$ cat config.mk
export PLATFORM = sky130hd
export DESIGN_NAME = register_file
export DESIGN_NICKNAME = d
export VERILOG_FILES = /design/src/rtl/cpu_defs_pkg.sv /design/src/rtl/rf_read_port.sv /design/src/rtl/register_file.sv
export SDC_FILE = /design/constraint.sdc
export NUM_CORES = 2
export LEC_CHECK = 0
export CAP_MARGIN = 0
export CELL_PAD_IN_SITES_DETAIL_PLACEMENT = 1
export CELL_PAD_IN_SITES_GLOBAL_PLACEMENT = 1
export CORE_MARGIN = 1
export CORE_UTILIZATION = 41
export CTS_BUF_LIST = sky130_fd_sc_hd__clkbuf_4 sky130_fd_sc_hd__clkbuf_8 sky130_fd_sc_hd__clkbuf_16
export CTS_CLUSTER_SIZE = 16
export DETAILED_ROUTE_END_ITERATION = 16
export PLACE_DENSITY = 0.7
export RECOVER_POWER = 50
export SLEW_MARGIN = 5
export SYNTH_ARGS = -nofsm -noshare
export SYNTH_HDL_FRONTEND = slang
export SYNTH_SLANG_ARGS = --single-unit
export TNS_END_PERCENT = 100
$ cat constraint.sdc
create_clock -name Sys_clk -period 3.1 [get_ports Sys_clk]
set_input_delay 0.62 -clock Sys_clk [delete_from_list [all_inputs] [get_ports Sys_clk]]
set_output_delay 0.62 -clock Sys_clk [all_outputs]
set_load 0.01 [all_outputs]
$ cat src/rtl/cpu_defs_pkg.sv
// Shared widths, sentinel codes and rename-tag type for the register file and its read ports.
package cpu_defs_pkg;

    localparam int unsigned REG_WIDTH    = 5;
    localparam int unsigned EX_REG_WIDTH = 6;
    localparam int unsigned RoB_WIDTH    = 8;
    localparam int unsigned EX_RoB_WIDTH = 9;
    localparam int unsigned DATA_WIDTH   = 32;
    localparam int unsigned NUM_REGS     = 32;

    localparam logic [EX_REG_WIDTH-1:0] NON_REG = 6'h20;
    localparam logic [EX_RoB_WIDTH-1:0] NON_DEP = 9'h100;

    typedef logic [EX_RoB_WIDTH-1:0] tag_t;

    // A live tag is the RoB index with the "no dependency" MSB clear.
    function automatic tag_t make_tag(input logic [RoB_WIDTH-1:0] idx);
        return {1'b0, idx};
    endfunction

endpackage

$ cat src/rtl/rf_read_port.sv
// Combinational register-file read port: tag/value lookup, x0 and flush overrides,
// plus a same-cycle commit bypass when RF_COMMIT_BYPASS_EN is defined.
module rf_read_port
    import cpu_defs_pkg::*;
(
    input  logic [REG_WIDTH-1:0]                 rs,
    input  tag_t [NUM_REGS-1:0]                  tags,
    input  logic [NUM_REGS-1:0][DATA_WIDTH-1:0]  values,
    input  logic                                 flush,
    input  logic                                 commit_en,
    input  logic [EX_REG_WIDTH-1:0]              commit_rd,
    input  logic [RoB_WIDTH-1:0]                 commit_idx,
    input  logic [DATA_WIDTH-1:0]                commit_value,
    output tag_t                                 q,
    output logic [DATA_WIDTH-1:0]                v
);

`ifndef RF_COMMIT_BYPASS_EN
    logic unused_commit;
    assign unused_commit = ^{commit_en, commit_rd, commit_idx, commit_value};
`endif

    always_comb begin
        q = tags[rs];
        v = values[rs];
`ifdef RF_COMMIT_BYPASS_EN
        if (commit_en && (commit_rd == {1'b0, rs}) && (tags[rs] == make_tag(commit_idx))) begin
            q = NON_DEP;
            v = commit_value;
        end
`endif
        if (rs == '0) begin
            q = NON_DEP;
            v = '0;
        end
        // A flushing cycle has no outstanding producers left to wait on.
        if (flush) begin
            q = NON_DEP;
        end
    end

endmodule

$ cat src/rtl/register_file.sv
// Architectural register file with per-register rename tags (x1..x31; x0 is hard-wired).
// Optional RF_COMMIT_BYPASS_EN forwards a same-cycle commit to the read ports.
module register_file
    import cpu_defs_pkg::*;
(
    input  logic                     Sys_clk,
    input  logic                     Sys_rst_n,
    input  logic                     Sys_rdy,
    input  logic                     RoBRF_pre_judge,
    input  logic                     RoBRF_en,
    input  logic [RoB_WIDTH-1:0]     RoBRF_RoB_index,
    input  logic [EX_REG_WIDTH-1:0]  RoBRF_rd,
    input  logic [DATA_WIDTH-1:0]    RoBRF_value,
    input  logic [REG_WIDTH-1:0]     DPRF_rs1,
    input  logic [REG_WIDTH-1:0]     DPRF_rs2,
    input  logic                     DPRF_en,
    input  logic [EX_REG_WIDTH-1:0]  DPRF_rd,
    input  logic [RoB_WIDTH-1:0]     DPRF_RoB_index,
    output tag_t                     RFDP_Qj,
    output tag_t                     RFDP_Qk,
    output logic [DATA_WIDTH-1:0]    RFDP_Vj,
    output logic [DATA_WIDTH-1:0]    RFDP_Vk
);

    tag_t [NUM_REGS-1:0]                  tag_bus;
    logic [NUM_REGS-1:0][DATA_WIDTH-1:0]  value_bus;
    logic                                 flush;

    assign flush = ~RoBRF_pre_judge;

    assign tag_bus[0]   = NON_DEP;
    assign value_bus[0] = '0;

    for (genvar g = 1; g < NUM_REGS; g++) begin : g_reg
        tag_t                   tag_r;
        logic [DATA_WIDTH-1:0]  value_r;
        logic                   commit_sel;
        logic                   rename_sel;

        assign commit_sel = RoBRF_en && (RoBRF_rd == EX_REG_WIDTH'(g));
        assign rename_sel = DPRF_en  && (DPRF_rd  == EX_REG_WIDTH'(g));

        // Priority on the tag: reset > flush > rename > matching commit clears.
        always_ff @(posedge Sys_clk) begin
            if (!Sys_rst_n) begin
                tag_r   <= NON_DEP;
                value_r <= '0;
            end else if (Sys_rdy) begin
                if (commit_sel) begin
                    value_r <= RoBRF_value;
                end
                if (flush) begin
                    tag_r <= NON_DEP;
                end else if (rename_sel) begin
                    tag_r <= make_tag(DPRF_RoB_index);
                end else if (commit_sel && (tag_r == make_tag(RoBRF_RoB_index))) begin
                    tag_r <= NON_DEP;
                end
            end
        end

        assign tag_bus[g]   = tag_r;
        assign value_bus[g] = value_r;
    end

    rf_read_port u_port_j (
        .rs           (DPRF_rs1),
        .tags         (tag_bus),
        .values       (value_bus),
        .flush        (flush),
        .commit_en    (RoBRF_en),
        .commit_rd    (RoBRF_rd),
        .commit_idx   (RoBRF_RoB_index),
        .commit_value (RoBRF_value),
        .q            (RFDP_Qj),
        .v            (RFDP_Vj)
    );

    rf_read_port u_port_k (
        .rs           (DPRF_rs2),
        .tags         (tag_bus),
        .values       (value_bus),
        .flush        (flush),
        .commit_en    (RoBRF_en),
        .commit_rd    (RoBRF_rd),
        .commit_idx   (RoBRF_RoB_index),
        .commit_value (RoBRF_value),
        .q            (RFDP_Qk),
        .v            (RFDP_Vk)
    );

endmodule
==> impl_metrics.env <==
export IMPL_critPathBufInv=1
export IMPL_hpwl_mm=215
export IMPL_ios=158
export IMPL_cts_hold_buf=0
export IMPL_cp_slowest_cell="mux4_2"
export IMPL_area_growth_pct=26.4
export IMPL_relSlewSlack_pct=-12.2
export IMPL_clock_sinks=1271
export IMPL_die_x_um=413
export IMPL_clkTransAtPathRegs_ns=0.06
export IMPL_grt_overflow_total=0
export IMPL_cts_tree="done"
export IMPL_placeableCoreArea_sq_um=167000
export IMPL_yosysUniqueCellTypes=66
export IMPL_synthTopCellsByArea="dfxtp_1, mux4_2, nand2_1"
export IMPL_drc=0
export IMPL_synth_seq_area_share_pct=36.8
export IMPL_grt_max_degree=128
export IMPL_worstPathArrival_ns=2.70
export IMPL_synth_top_area_share_pct=36.8
export IMPL_finalSetupViolCount=100
export IMPL_p_per_area_nw_per_um2=447
export IMPL_wl_per_cell_um=31.7
export IMPL_fin_skew_ns=0.0241
export IMPL_synth_cell_area_sq_um=69200
export IMPL_leakage_uw=0.0302
export IMPL_cts_root_buf="clkbuf_16"
export IMPL_die_h_um=413
export IMPL_post_place_ws_ns=-1.02
export IMPL_rsz0062_at_grt="yes"
export IMPL_grt_pass1_wl_mm=478
export IMPL_synth_area_per_cell_sq_um=8.93
export IMPL_synth_edf_count=0
export IMPL_period_needed_ns=3.32
export IMPL_clkLatencyLatePin_ns=0.84
export IMPL_wirelength_mm=334
export IMPL_vias=68217
export IMPL_first_pass_iters=6
export IMPL_gp_congestion=1.01
export IMPL_ant_nets=0
export IMPL_cp_end_kind="output pin"
export IMPL_synthFlopType="dfxtp_1"
export IMPL_antenna_found_initial=5
export IMPL_timing_critical_path_mode_cell="mux4_2"
export IMPL_synth_seq_cells=1271
export IMPL_grt_pass1_vias=69238
export IMPL_violations="max-capacitance violations, max-slew violations, negative setup slack"
export IMPL_setup_ws_ns=-0.219
export IMPL_die_area_sq_um=170000
export IMPL_cts_htree_levels=4
export IMPL_fmax_ghz=0.301
export IMPL_cp_top_family="multiplexers"
export IMPL_crit_chain="mux4_2 -> mux4_2 -> nor2_4 -> a221oi_2 -> buf_2"
export IMPL_slowest_delay_ns=0.64
export IMPL_drtIter0Drc=8241
export IMPL_avgViaCountPerCell=6.48
export IMPL_nFillCells=18515
export IMPL_clockBufferDepth=3
export IMPL_finalHoldViolCount=0
export IMPL_finalMaxSlewViolations=66
export IMPL_fin_nets=8290
export IMPL_cap_viol_max_count=2
export IMPL_syn_num_nets=7821
export IMPL_drive_gt1_share_pct=29.5
export IMPL_syn_inst=7745
export IMPL_initial_core_util_pct=41.4
export IMPL_tightest_slew_ns=1.68
export IMPL_worstPathMaxFanout=3
export IMPL_critPathLaunchType="register"
export IMPL_ys_warnings_count=0
export IMPL_required_ns=2.48
export IMPL_holdWs_ns=0.188
export IMPL_yosysTopAreaCell="dfxtp_1"
export IMPL_port_buffers=157
export IMPL_track_usage_pct=38.2
export IMPL_ir_drop_mv=0.616
export IMPL_cts_buffers_inserted=148
export IMPL_rows=150
export IMPL_hold_path_class="input pin to register"
export IMPL_status="finished, violations left"
export IMPL_crit_type="register to output pin"
export IMPL_async_reset_ff_share_pct=0
export IMPL_period_share_pct=107
-- power by group --
part	internal [uW]	total, uW	switching [uW]
combinational	1620	4150	2530
sequential	16400	16400	28.2
clock	10700	18500	7800
-- flip-flops by register name, summed over array words and instances, names as in the netlist --
name       count
g.value_r    992
g.tag_r      279
-- final cells by class --
| cell class | count | area, sq um | share of cell area (%) |
|---|---|---|---|
| well taps | 2204 | 2760 | 3.16 |
| flip-flops and latches | 1271 | 25700 | 29.4 |
| inverters | 5 | 26.3 | 0.0301 |
| repair buffers | 1105 | 11400 | 13.0 |
| multi-input cells | 5683 | 42400 | 48.5 |
| clock inverters | 43 | 537 | 0.614 |
| clock buffers | 220 | 4550 | 5.21 |
| diodes | 2 | 5.00 | 0.00573 |
-- cells in the final DEF (no fill, tap or decap), types with 79 or more instances in the layout --
cell type	n
nand2_1	2521
dfxtp_1	1078
a21oi_1	1053
buf_4	636
mux4_2	607
mux2i_1	378
dfxtp_2	183
buf_12	161
clkbuf_16	160
xor2_1	139
xnor2_1	109
nor2_1	88
mux2_2	79
-- cell families after synthesis --
family	count (synthesis)	share of synthesized area, %
AO/OA/AOI/OAI	1414	11.5
flip-flops	1271	36.8
multiplexers	1111	27.2
buffers and inverters	791	4.62
XOR/XNOR	248	3.14
AND/OR/NAND/NOR	2910	16.7
-- routing by layer --
layer / vias to the layer above / share of wire (%) / global-route usage (%)
met2: 4176 / 44 / 57.7
met1: 34806 / 39 / 50.3
met3: 1095 / 12 / 9.72
met4: 8 / 5.9 / 20.0
li1: 28132 / - / -
met5: - / 0.016 / 0
-- timing repair --
action	CTS	global route
gates cloned	19	9
resized for setup	766	194
buffers inserted	66	40
pin swaps	55	63
setup endpoints to repair	82	81
-- synth_stat cells (all sizes together), types with 29 or more instances --
master     n
nand2   2555
dfxtp   1271
a21oi   1065
mux4     607
clkbuf   587
mux2i    422
buf      199
nor2     139
xor2     139
xnor2    109
o21ai     87
mux2      82
o221ai    48
a22oi     41
a22o      36
a221oi    34
nand3     31
nor3      29
-- stage by stage --
step / total power, uW / utilization [%] / instance area, sq um / setup TNS (ns) / std cells
finish: 39100 / 52.3 / 87400 / -6.93 / 10533
global route: 39800 / 52.3 / 87400 / -20.07 / 10531
CTS: 38900 / 51.9 / 86800 / -6.70 / 10490
detailed placement: 20400 / 47.4 / 79300 / -54.05 / 10158
global placement: 20300 / 47.4 / 79300 / -51.03 / 10158
floorplan: 18700 / - / 69200 / 0 / 7745
-- path summary, 6_finish.rpt --
check             cells past startpoint                   end                 start  slack [ns]
setup / recovery                      5           RFDP_Vj[25]  g_reg[5].value_r[25]       -0.22
hold / removal                        2    g_reg[10].tag_r[8]             Sys_rst_n        0.19
setup reg to reg                      6    g_reg[28].tag_r[0]    g_reg[28].tag_r[4]        0.58
hold reg to reg                       2  g_reg[6].value_r[19]  g_reg[6].value_r[19]        0.47
No activity file was read; power rests on OpenSTA's default activity.
